$ cat src/rtl/spi_master_if.sv
// Byte-stream and SPI pin bundle for spi_master.
//   master modport: the spi_master side (drives tx_ready, rx_*, busy, SCK, SSEL, MOSI;
//                   receives tx_data, tx_last, tx_valid, MISO).
//   slave modport : the user / peripheral side, directions mirrored.
`timescale 1ns/1ps

interface spi_master_if;
    logic [7:0] tx_data;
    logic       tx_last;
    logic       tx_valid;
    logic       tx_ready;
    logic [7:0] rx_data;
    logic       rx_valid;
    logic       busy;
    logic       SCK;
    logic       SSEL;
    logic       MOSI;
    logic       MISO;

    modport master (
        input  tx_data, tx_last, tx_valid, MISO,
        output tx_ready, rx_data, rx_valid, busy, SCK, SSEL, MOSI
    );

    modport slave (
        output tx_data, tx_last, tx_valid, MISO,
        input  tx_ready, rx_data, rx_valid, busy, SCK, SSEL, MOSI
    );
endinterface

$ cat src/rtl/spi_master.sv
// SPI master, mode 0 (SCK idle low, data changes on SCK fall, sampled on rise side),
// MSB first, one byte per accepted tx beat. SSEL stays low between bytes until a byte
// tagged tx_last completes.
// Ports:
//   clk  - single clock, rising edge
//   rst  - synchronous, active-high reset
//   bus  - spi_master_if.master: tx_data/tx_last/tx_valid/tx_ready byte input,
//          rx_data/rx_valid received byte, busy, SCK/SSEL/MOSI/MISO pins
// Parameter CLK_DIV: clk cycles per SCK half-period (4..256).
//
// state | meaning
// ------+-----------------------------------------------------------
// IDLE  | SSEL high, waiting for the first byte of a frame
// SETUP | SSEL low, MOSI holds bit 7, SCK low for one half-period
// HIGH  | SCK high; MISO sampled on the last cycle
// LOW   | SCK low; MOSI holds the next bit
// WAIT  | byte done, frame still open, waiting for the next byte
// END   | SSEL high for one half-period before returning to IDLE
`timescale 1ns/1ps

module spi_master #(
    parameter int CLK_DIV = 8
) (
    input  logic          clk,
    input  logic          rst,
    spi_master_if.master  bus
);

    localparam int            CW       = $clog2(CLK_DIV);
    localparam logic [CW-1:0] CNT_LAST = CW'(CLK_DIV - 1);
    localparam logic [CW-1:0] CNT_ONE  = CW'(1);

    typedef enum logic [2:0] {
        S_IDLE,
        S_SETUP,
        S_HIGH,
        S_LOW,
        S_WAIT,
        S_END
    } state_t;

    state_t        state_q, state_d;
    logic [CW-1:0] cnt_q;
    logic [2:0]    bit_q;
    logic [6:0]    tx_shift_q;   // bits still to send after the one on MOSI
    logic [6:0]    rx_shift_q;   // first seven received bits
    logic          last_q;
    logic          sck_q, ssel_q, mosi_q, rx_valid_q;
    logic [7:0]    rx_data_q;

    logic          sck_d, ssel_d, mosi_d, rx_valid_d;
    logic          tx_ready_w, accept, cnt_done, bit_done, cnt_run, high_end;

    assign tx_ready_w = (state_q == S_IDLE) || (state_q == S_WAIT);
    assign accept     = bus.tx_valid && tx_ready_w;
    assign cnt_done   = (cnt_q == CNT_LAST);
    assign bit_done   = (bit_q == 3'd7);
    assign high_end   = (state_q == S_HIGH) && cnt_done;
    assign cnt_run    = (state_q == S_SETUP) || (state_q == S_HIGH) ||
                        (state_q == S_LOW)   || (state_q == S_END);

    // State register plus all registered outputs and datapath.
    always_ff @(posedge clk) begin
        if (rst) begin
            state_q    <= S_IDLE;
            cnt_q      <= '0;
            bit_q      <= '0;
            tx_shift_q <= '0;
            rx_shift_q <= '0;
            last_q     <= 1'b0;
            sck_q      <= 1'b0;
            ssel_q     <= 1'b1;
            mosi_q     <= 1'b0;
            rx_valid_q <= 1'b0;
            rx_data_q  <= '0;
        end else begin
            state_q    <= state_d;
            sck_q      <= sck_d;
            ssel_q     <= ssel_d;
            mosi_q     <= mosi_d;
            rx_valid_q <= rx_valid_d;

            // Half-period counter restarts on every state change; it only
            // runs in the timed states.
            if (state_d != state_q)
                cnt_q <= '0;
            else if (cnt_run)
                cnt_q <= cnt_q + CNT_ONE;

            if (accept) begin
                tx_shift_q <= bus.tx_data[6:0];
                last_q     <= bus.tx_last;
                bit_q      <= '0;
            end else if (high_end && !bit_done) begin
                tx_shift_q <= {tx_shift_q[5:0], 1'b0};
                bit_q      <= bit_q + 3'd1;
            end

            if (high_end)
                rx_shift_q <= {rx_shift_q[5:0], bus.MISO};
            if (rx_valid_d)
                rx_data_q <= {rx_shift_q, bus.MISO};
        end
    end

    always_comb begin
        state_d = state_q;
        case (state_q)
            S_IDLE:         if (accept)   state_d = S_SETUP;
            S_SETUP, S_LOW: if (cnt_done) state_d = S_HIGH;
            S_HIGH: begin
                if (cnt_done) begin
                    if (!bit_done)   state_d = S_LOW;
                    else if (last_q) state_d = S_END;
                    else             state_d = S_WAIT;
                end
            end
            S_WAIT:         if (accept)   state_d = S_LOW;
            S_END:          if (cnt_done) state_d = S_IDLE;
            default:                      state_d = S_IDLE;
        endcase
    end

    // Next values for the registered pins are decoded from the next state so
    // SCK/SSEL switch on the same edge as the state itself.
    always_comb begin
        sck_d      = (state_d == S_HIGH);
        ssel_d     = (state_d == S_IDLE) || (state_d == S_END);
        rx_valid_d = high_end && bit_done;
        mosi_d     = mosi_q;
        if (accept)
            mosi_d = bus.tx_data[7];
        else if (high_end)
            // MOSI parks at 0 when the byte ends so IDLE needs no extra edge.
            mosi_d = bit_done ? 1'b0 : tx_shift_q[6];
    end

    assign bus.tx_ready = tx_ready_w;
    assign bus.busy     = (state_q != S_IDLE);
    assign bus.SCK      = sck_q;
    assign bus.SSEL     = ssel_q;
    assign bus.MOSI     = mosi_q;
    assign bus.rx_valid = rx_valid_q;
    assign bus.rx_data  = rx_data_q;

endmodule

$ cat src/flat_wrapper.sv
// flat-port wrapper written by rule: the top's interface ports become plain ports
module spi_master_flat 
#(
    parameter int CLK_DIV = 8
)
  (clk, rst, bus_tx_data, bus_tx_last, bus_tx_valid, bus_MISO, bus_tx_ready, bus_rx_data, bus_rx_valid, bus_busy, bus_SCK, bus_SSEL, bus_MOSI);
  spi_master_if bus_i ();
  input  logic clk;
  input  logic rst;
  input wire logic [$bits(bus_i.tx_data)-1:0] bus_tx_data;
  input wire logic [$bits(bus_i.tx_last)-1:0] bus_tx_last;
  input wire logic [$bits(bus_i.tx_valid)-1:0] bus_tx_valid;
  input wire logic [$bits(bus_i.MISO)-1:0] bus_MISO;
  output wire logic [$bits(bus_i.tx_ready)-1:0] bus_tx_ready;
  output wire logic [$bits(bus_i.rx_data)-1:0] bus_rx_data;
  output wire logic [$bits(bus_i.rx_valid)-1:0] bus_rx_valid;
  output wire logic [$bits(bus_i.busy)-1:0] bus_busy;
  output wire logic [$bits(bus_i.SCK)-1:0] bus_SCK;
  output wire logic [$bits(bus_i.SSEL)-1:0] bus_SSEL;
  output wire logic [$bits(bus_i.MOSI)-1:0] bus_MOSI;
  assign bus_i.tx_data = bus_tx_data;
  assign bus_i.tx_last = bus_tx_last;
  assign bus_i.tx_valid = bus_tx_valid;
  assign bus_i.MISO = bus_MISO;
  assign bus_tx_ready = bus_i.tx_ready;
  assign bus_rx_data = bus_i.rx_data;
  assign bus_rx_valid = bus_i.rx_valid;
  assign bus_busy = bus_i.busy;
  assign bus_SCK = bus_i.SCK;
  assign bus_SSEL = bus_i.SSEL;
  assign bus_MOSI = bus_i.MOSI;
  spi_master #(.CLK_DIV(CLK_DIV)) u_core (.clk(clk), .rst(rst), .bus(bus_i));
endmodule
$ cat config.mk
export PLATFORM = sky130hd
export DESIGN_NAME = spi_master_flat
export DESIGN_NICKNAME = d
export VERILOG_FILES = /design/src/rtl/spi_master_if.sv /design/src/rtl/spi_master.sv /design/src/flat_wrapper.sv
export SDC_FILE = /design/constraint.sdc
export NUM_CORES = 1
export LEC_CHECK = 0
export BUFFER_PORTS_ARGS = -buffer_cell sky130_fd_sc_hd__buf_4
export CAP_MARGIN = 20
export CORE_ASPECT_RATIO = 0.5
export CORE_UTILIZATION = 40
export DETAILED_ROUTE_END_ITERATION = 10
export HOLD_SLACK_MARGIN = 0.12
export PLACE_DENSITY_LB_ADDON = 0.25
export REMOVE_ABC_BUFFERS = 1
export SLEW_MARGIN = 5
export SYNTH_ARGS = -nofsm -noshare
export SYNTH_HDL_FRONTEND = slang
export SYNTH_SLANG_ARGS = --single-unit
$ cat constraint.sdc
create_clock -name clk -period 1.6 [get_ports clk]
set_input_delay 0.24 -clock clk [delete_from_list [all_inputs] [get_ports clk]]
set_output_delay 0.24 -clock clk [all_outputs]
set_load 0.005 [all_outputs]
==> metrics.txt <==
# TYPE chip_impl_metric gauge
chip_impl_metric{name="wire_per_inst",unit="µm"} 12.9
chip_impl_metric{name="crit_path_max_fanout",unit=""} 5
chip_impl_metric{name="max_slew.worst_pin.slew",unit="ns"} 0.371
chip_impl_metric{name="synth.cell_area",unit="µm²"} 1610
chip_impl_metric{name="via_count_of_the_first_global_routing_pass",unit=""} 1205
chip_impl_metric{name="cap_violations",unit=""} 0
chip_impl_metric{name="max-clock-path-buffers",unit=""} 2
chip_impl_info{name="worstReg2RegEnd",value="u_core.cnt_q[0]"} 1
chip_impl_info{name="worst_hold_startpoint",value="bus_tx_data[0]"} 1
chip_impl_metric{name="layout.filler_cells",unit=""} 330
chip_impl_info{name="violations",value="negative setup slack"} 1
chip_impl_metric{name="drt_pass1_iterations",unit=""} 4
chip_impl_metric{name="core_region_area",unit="µm²"} 3640
chip_impl_metric{name="clock-skew-final",unit="ns"} 0.00808
chip_impl_info{name="critical_path.endpoint_type",value="flop"} 1
chip_impl_metric{name="routed_via_density",unit=""} 5.19
chip_impl_metric{name="synth_top_area_share",unit="%"} 44.7
chip_impl_metric{name="clkLatencyLatePin",unit="ns"} 0.29
chip_impl_metric{name="antenna-diode-count",unit=""} 0
chip_impl_metric{name="post_synthesis_cell_count",unit=""} 184
chip_impl_metric{name="layout.area.seq",unit="µm²"} 726
chip_impl_metric{name="rows",unit=""} 15
chip_impl_metric{name="cts_inserted_buffers",unit=""} 5
chip_impl_metric{name="synthesis.area_per_instance",unit="µm²"} 8.77
chip_impl_metric{name="slew_violations",unit=""} 0
chip_impl_metric{name="utilization",unit="%"} 60.3
chip_impl_metric{name="yosysWarningCount",unit=""} 0
chip_impl_metric{name="final-hold-violation-count",unit=""} 0
chip_impl_metric{name="worst_voltage_drop_across_the_vdd_grid",unit="V"} 0.000551
chip_impl_metric{name="dp.final_hpwl",unit="mm"} 2.15
chip_impl_metric{name="grt_antenna_before_repair",unit=""} 0
chip_impl_metric{name="period_needed",unit="ns"} 1.62
chip_impl_metric{name="whs",unit="ns"} 0.202
chip_impl_metric{name="reg2reg_depth",unit=""} 7
chip_impl_metric{name="worst-r2r-setup-slack",unit="ns"} -0.02
chip_impl_metric{name="grt_start_max_net_pins",unit=""} 34
chip_impl_metric{name="whs_path_depth",unit=""} 3
chip_impl_metric{name="die_w",unit="µm"} 91.8
chip_impl_metric{name="timing.critical_path.arrival",unit="ns"} 1.83
chip_impl_metric{name="synth-seq-area-share",unit="%"} 44.7
chip_impl_metric{name="cell_internal_pwr",unit="mW"} 1.48
chip_impl_metric{name="leakagePower",unit="nW"} 0.840
chip_impl_info{name="synth-main-ff-cell",value="sky130_fd_sc_hd__dfxtp_1"} 1
chip_impl_metric{name="finalNonFillerCells",unit=""} 275
chip_impl_info{name="synthTopCellsByCount",value="sky130_fd_sc_hd__dfxtp_1, sky130_fd_sc_hd__nand2_1, sky130_fd_sc_hd__a21oi_1"} 1
chip_impl_info{name="crit_path_start_kind",value="flop"} 1
chip_impl_info{name="most_frequent_cell_after_synthesis",value="sky130_fd_sc_hd__dfxtp_1"} 1
chip_impl_metric{name="postRouteAntennaNets",unit=""} 0
chip_impl_metric{name="swShare",unit="%"} 22.3
chip_impl_metric{name="floorplan.initialDensity",unit="%"} 44.3
chip_impl_info{name="synthDominantAreaCellType",value="sky130_fd_sc_hd__dfxtp_1"} 1
chip_impl_metric{name="worst_slack",unit="ns"} -0.0232
chip_impl_metric{name="nets",unit=""} 240
chip_impl_info{name="run_status",value="complete, but fails checks"} 1
chip_impl_metric{name="yosys.cell_types.count",unit=""} 39
chip_impl_metric{name="finalWeightedCongestion",unit=""} 0.795
chip_impl_metric{name="max_slew_margin",unit="%"} 75.2
chip_impl_metric{name="final_setup_violations",unit=""} 4
chip_impl_metric{name="worst_setup_hold_path_clk_slew",unit="ns"} 0.07
chip_impl_metric{name="final_layout_size_suffix_gt1_share",unit="%"} 35.7
chip_impl_metric{name="multi_input_combinational_cell_area",unit="µm²"} 922
chip_impl_info{name="cts-root-buf",value="sky130_fd_sc_hd__clkbuf_8"} 1
chip_impl_info{name="clock_tree_from_tritoncts",value="done"} 1
chip_impl_metric{name="clock_sink_count",unit=""} 36
chip_impl_metric{name="share_comb_of_total_power",unit="%"} 9.3
chip_impl_metric{name="die_height",unit="µm"} 46.9
chip_impl_metric{name="cts-hold-fix-buffers",unit=""} 0
chip_impl_info{name="hold_path_class",value="in2reg"} 1
chip_impl_metric{name="portBuffers",unit=""} 26
chip_impl_metric{name="synth-seq-cells",unit=""} 36
chip_impl_info{name="r2r-start",value="u_core.cnt_q[0]"} 1
chip_impl_metric{name="first_pass_grt_wire_length",unit="mm"} 5.45
chip_impl_info{name="whs_endpoint",value="u_core.tx_shift_q[0]"} 1
chip_impl_metric{name="boundaryPins",unit=""} 27
chip_impl_metric{name="groute.usage.overall",unit="%"} 17.1
chip_impl_info{name="worst-setup-path-type",value="reg2reg"} 1
chip_impl_metric{name="h-tree-depth",unit=""} 2
chip_impl_metric{name="syn2layout_area_growth",unit="%"} 36.2
chip_impl_metric{name="power.density",unit="nW/µm²"} 865
chip_impl_metric{name="routed-via-count",unit=""} 1427
chip_impl_metric{name="grt_overflow_total",unit=""} 0
chip_impl_metric{name="power.clock.fraction",unit="%"} 41.3
chip_impl_metric{name="final.period_utilization",unit="%"} 101
chip_impl_metric{name="fmax",unit="MHz"} 616
chip_impl_info{name="synth_area_leaders",value="sky130_fd_sc_hd__dfxtp_1, sky130_fd_sc_hd__nand2_1, sky130_fd_sc_hd__a21oi_1"} 1
chip_impl_metric{name="fp.dieArea",unit="µm²"} 4310
chip_impl_metric{name="route.final.wire_length",unit="mm"} 3.56
chip_impl_metric{name="synth_edf_count",unit=""} 0
chip_impl_metric{name="total_switching_power",unit="mW"} 0.424
chip_impl_info{name="rsz_0062_raised_after_global_routing",value="true"} 1
chip_impl_metric{name="detailed_router_s_first_iteration_violation_count",unit=""} 78
chip_impl_metric{name="sequentialPowerShare",unit="%"} 49.4
chip_impl_metric{name="remaining_drc_errors",unit=""} 0
chip_impl_metric{name="async_flop_share",unit="%"} 0
chip_impl_metric{name="timing.critical_path.required",unit="ns"} 1.81
chip_impl_metric{name="post-place-cells",unit=""} 260
-- sequential cells by signal, summed over array words and instances, names as in the netlist --
register             cells
u_core.rx_shift_q        7
u_core.bus.rx_data       8
u_core.tx_shift_q        7
u_core.cnt_q             3
u_core.bus.SSEL          1
u_core.bus.MOSI          1
u_core.last_q            1
u_core.bit_q             3
u_core.state_q           3
u_core.bus.rx_valid      1
u_core.bus.SCK           1
-- metrics by stage --
| stage | instance area [µm²] | power [mW] | setup TNS [ns] | setup WS, ns |
|---|---|---|---|---|
| after floorplan | 1530 | 1.03 | -15.99 | -0.721 |
| final | 2200 | 1.90 | -0.0388 | -0.0232 |
| after CTS | 2110 | 1.91 | 0 | 0.00701 |
| after global routing | 2200 | 1.98 | -0.624 | -0.0835 |
| after detailed placement | 1890 | 1.11 | -2.49 | -0.189 |
| after global placement | 1890 | 1.11 | -1.46 | -0.123 |
-- layout by cell type (no fill, tap or decap), types with 2 or more instances in the layout --
master	instances
sky130_fd_sc_hd__buf_6	4
sky130_fd_sc_hd__a311oi_1	7
sky130_fd_sc_hd__nor2_4	2
sky130_fd_sc_hd__clkbuf_8	5
sky130_fd_sc_hd__nand3b_1	2
sky130_fd_sc_hd__o21ai_0	5
sky130_fd_sc_hd__a211oi_2	3
sky130_fd_sc_hd__o211ai_1	3
sky130_fd_sc_hd__nand2_1	34
sky130_fd_sc_hd__dfxtp_2	4
sky130_fd_sc_hd__nor3_1	3
sky130_fd_sc_hd__nor2_1	11
sky130_fd_sc_hd__ha_4	3
sky130_fd_sc_hd__buf_4	42
sky130_fd_sc_hd__a21oi_1	16
sky130_fd_sc_hd__nand3_1	8
sky130_fd_sc_hd__o21ai_1	3
sky130_fd_sc_hd__dfxtp_1	32
sky130_fd_sc_hd__mux2i_1	5
sky130_fd_sc_hd__a21oi_2	3
sky130_fd_sc_hd__inv_1	3
-- how the worst max path moves through the flow --
stage,startpoint,end,slack [ns],cells after the start
2_1_floorplan,u_core.cnt_q[0],u_core.bus.SCK,-0.72,6
3_3_place_gp,u_core.cnt_q[1],u_core.bus.rx_data[7],-0.12,7
3_5_place_dp,u_core.cnt_q[0],u_core.bus.rx_data[3],-0.19,7
4_1_cts,u_core.state_q[0],bus_busy,0.007,3
5_1_grt,u_core.cnt_q[0],u_core.cnt_q[1],-0.08,6
6_report,u_core.cnt_q[0],u_core.cnt_q[0],-0.02,7
-- repair_timing --
action | in CTS | in global routing
buffers inserted | 3 | 4
setup endpoints to repair | 24 | 26
cloned | 1 | 0
resized for setup | 21 | 11
pin swaps | 7 | 2
endpoints found under the hold margin | 0 | 0
-- worst max-delay path, stage by stage (launching register included) --
cell                       delay [ns]
sky130_fd_sc_hd__dfxtp_2         0.34
sky130_fd_sc_hd__ha_4            0.17
sky130_fd_sc_hd__ha_4            0.16
sky130_fd_sc_hd__buf_6           0.13
sky130_fd_sc_hd__inv_4           0.07
sky130_fd_sc_hd__nor4b_1         0.05
sky130_fd_sc_hd__a2111o_1        0.46
sky130_fd_sc_hd__a211oi_2        0.17
-- cells by family (layout without fill, tap and decap cells) --
family / after synthesis / count (layout) / share of synthesized area, %
flops: 36 / 36 / 44.7
compound gates: 46 / 46 / 18.8
fa+ha+maj: 4 / 4 / 3.10
buf+inv: 19 / 58 / 6.36
mux: 5 / 5 / 3.10
simple gates: 72 / 73 / 22.9
xor+xnor: 2 / 2 / 1.09
-- per-layer routing --
metal  track usage [%]  up-vias  routed length, µm
met5                 0        -                  0
met4              10.6        0                 65
met3              6.31        7                137
met2              26.6       25               1650
met1              21.1      672               1710
li1                  -      723                  -
-- area by class of cell --
| type | count | share of cell area (%) |
|---|---|---|
| Multi-Input combinational cell | 130 | 42.0 |
| Sequential cell | 36 | 33.0 |
| Timing Repair Buffer | 46 | 16.4 |
| Clock buffer | 6 | 3.30 |
| Tap cell | 51 | 2.90 |
| Clock inverter | 2 | 1.59 |
| Inverter | 4 | 0.797 |
-- power groups by stage --
stage	registers (mW)	logic, mW	clock network, mW
4_1_cts	0.937	0.174	0.803
3_3_place_gp	0.955	0.156	0
2_1_floorplan	0.958	0.0745	0
6_report	0.939	0.177	0.786
5_1_grt	0.942	0.192	0.850
3_5_place_dp	0.956	0.157	0
Power figures use the tool's default switching activity.
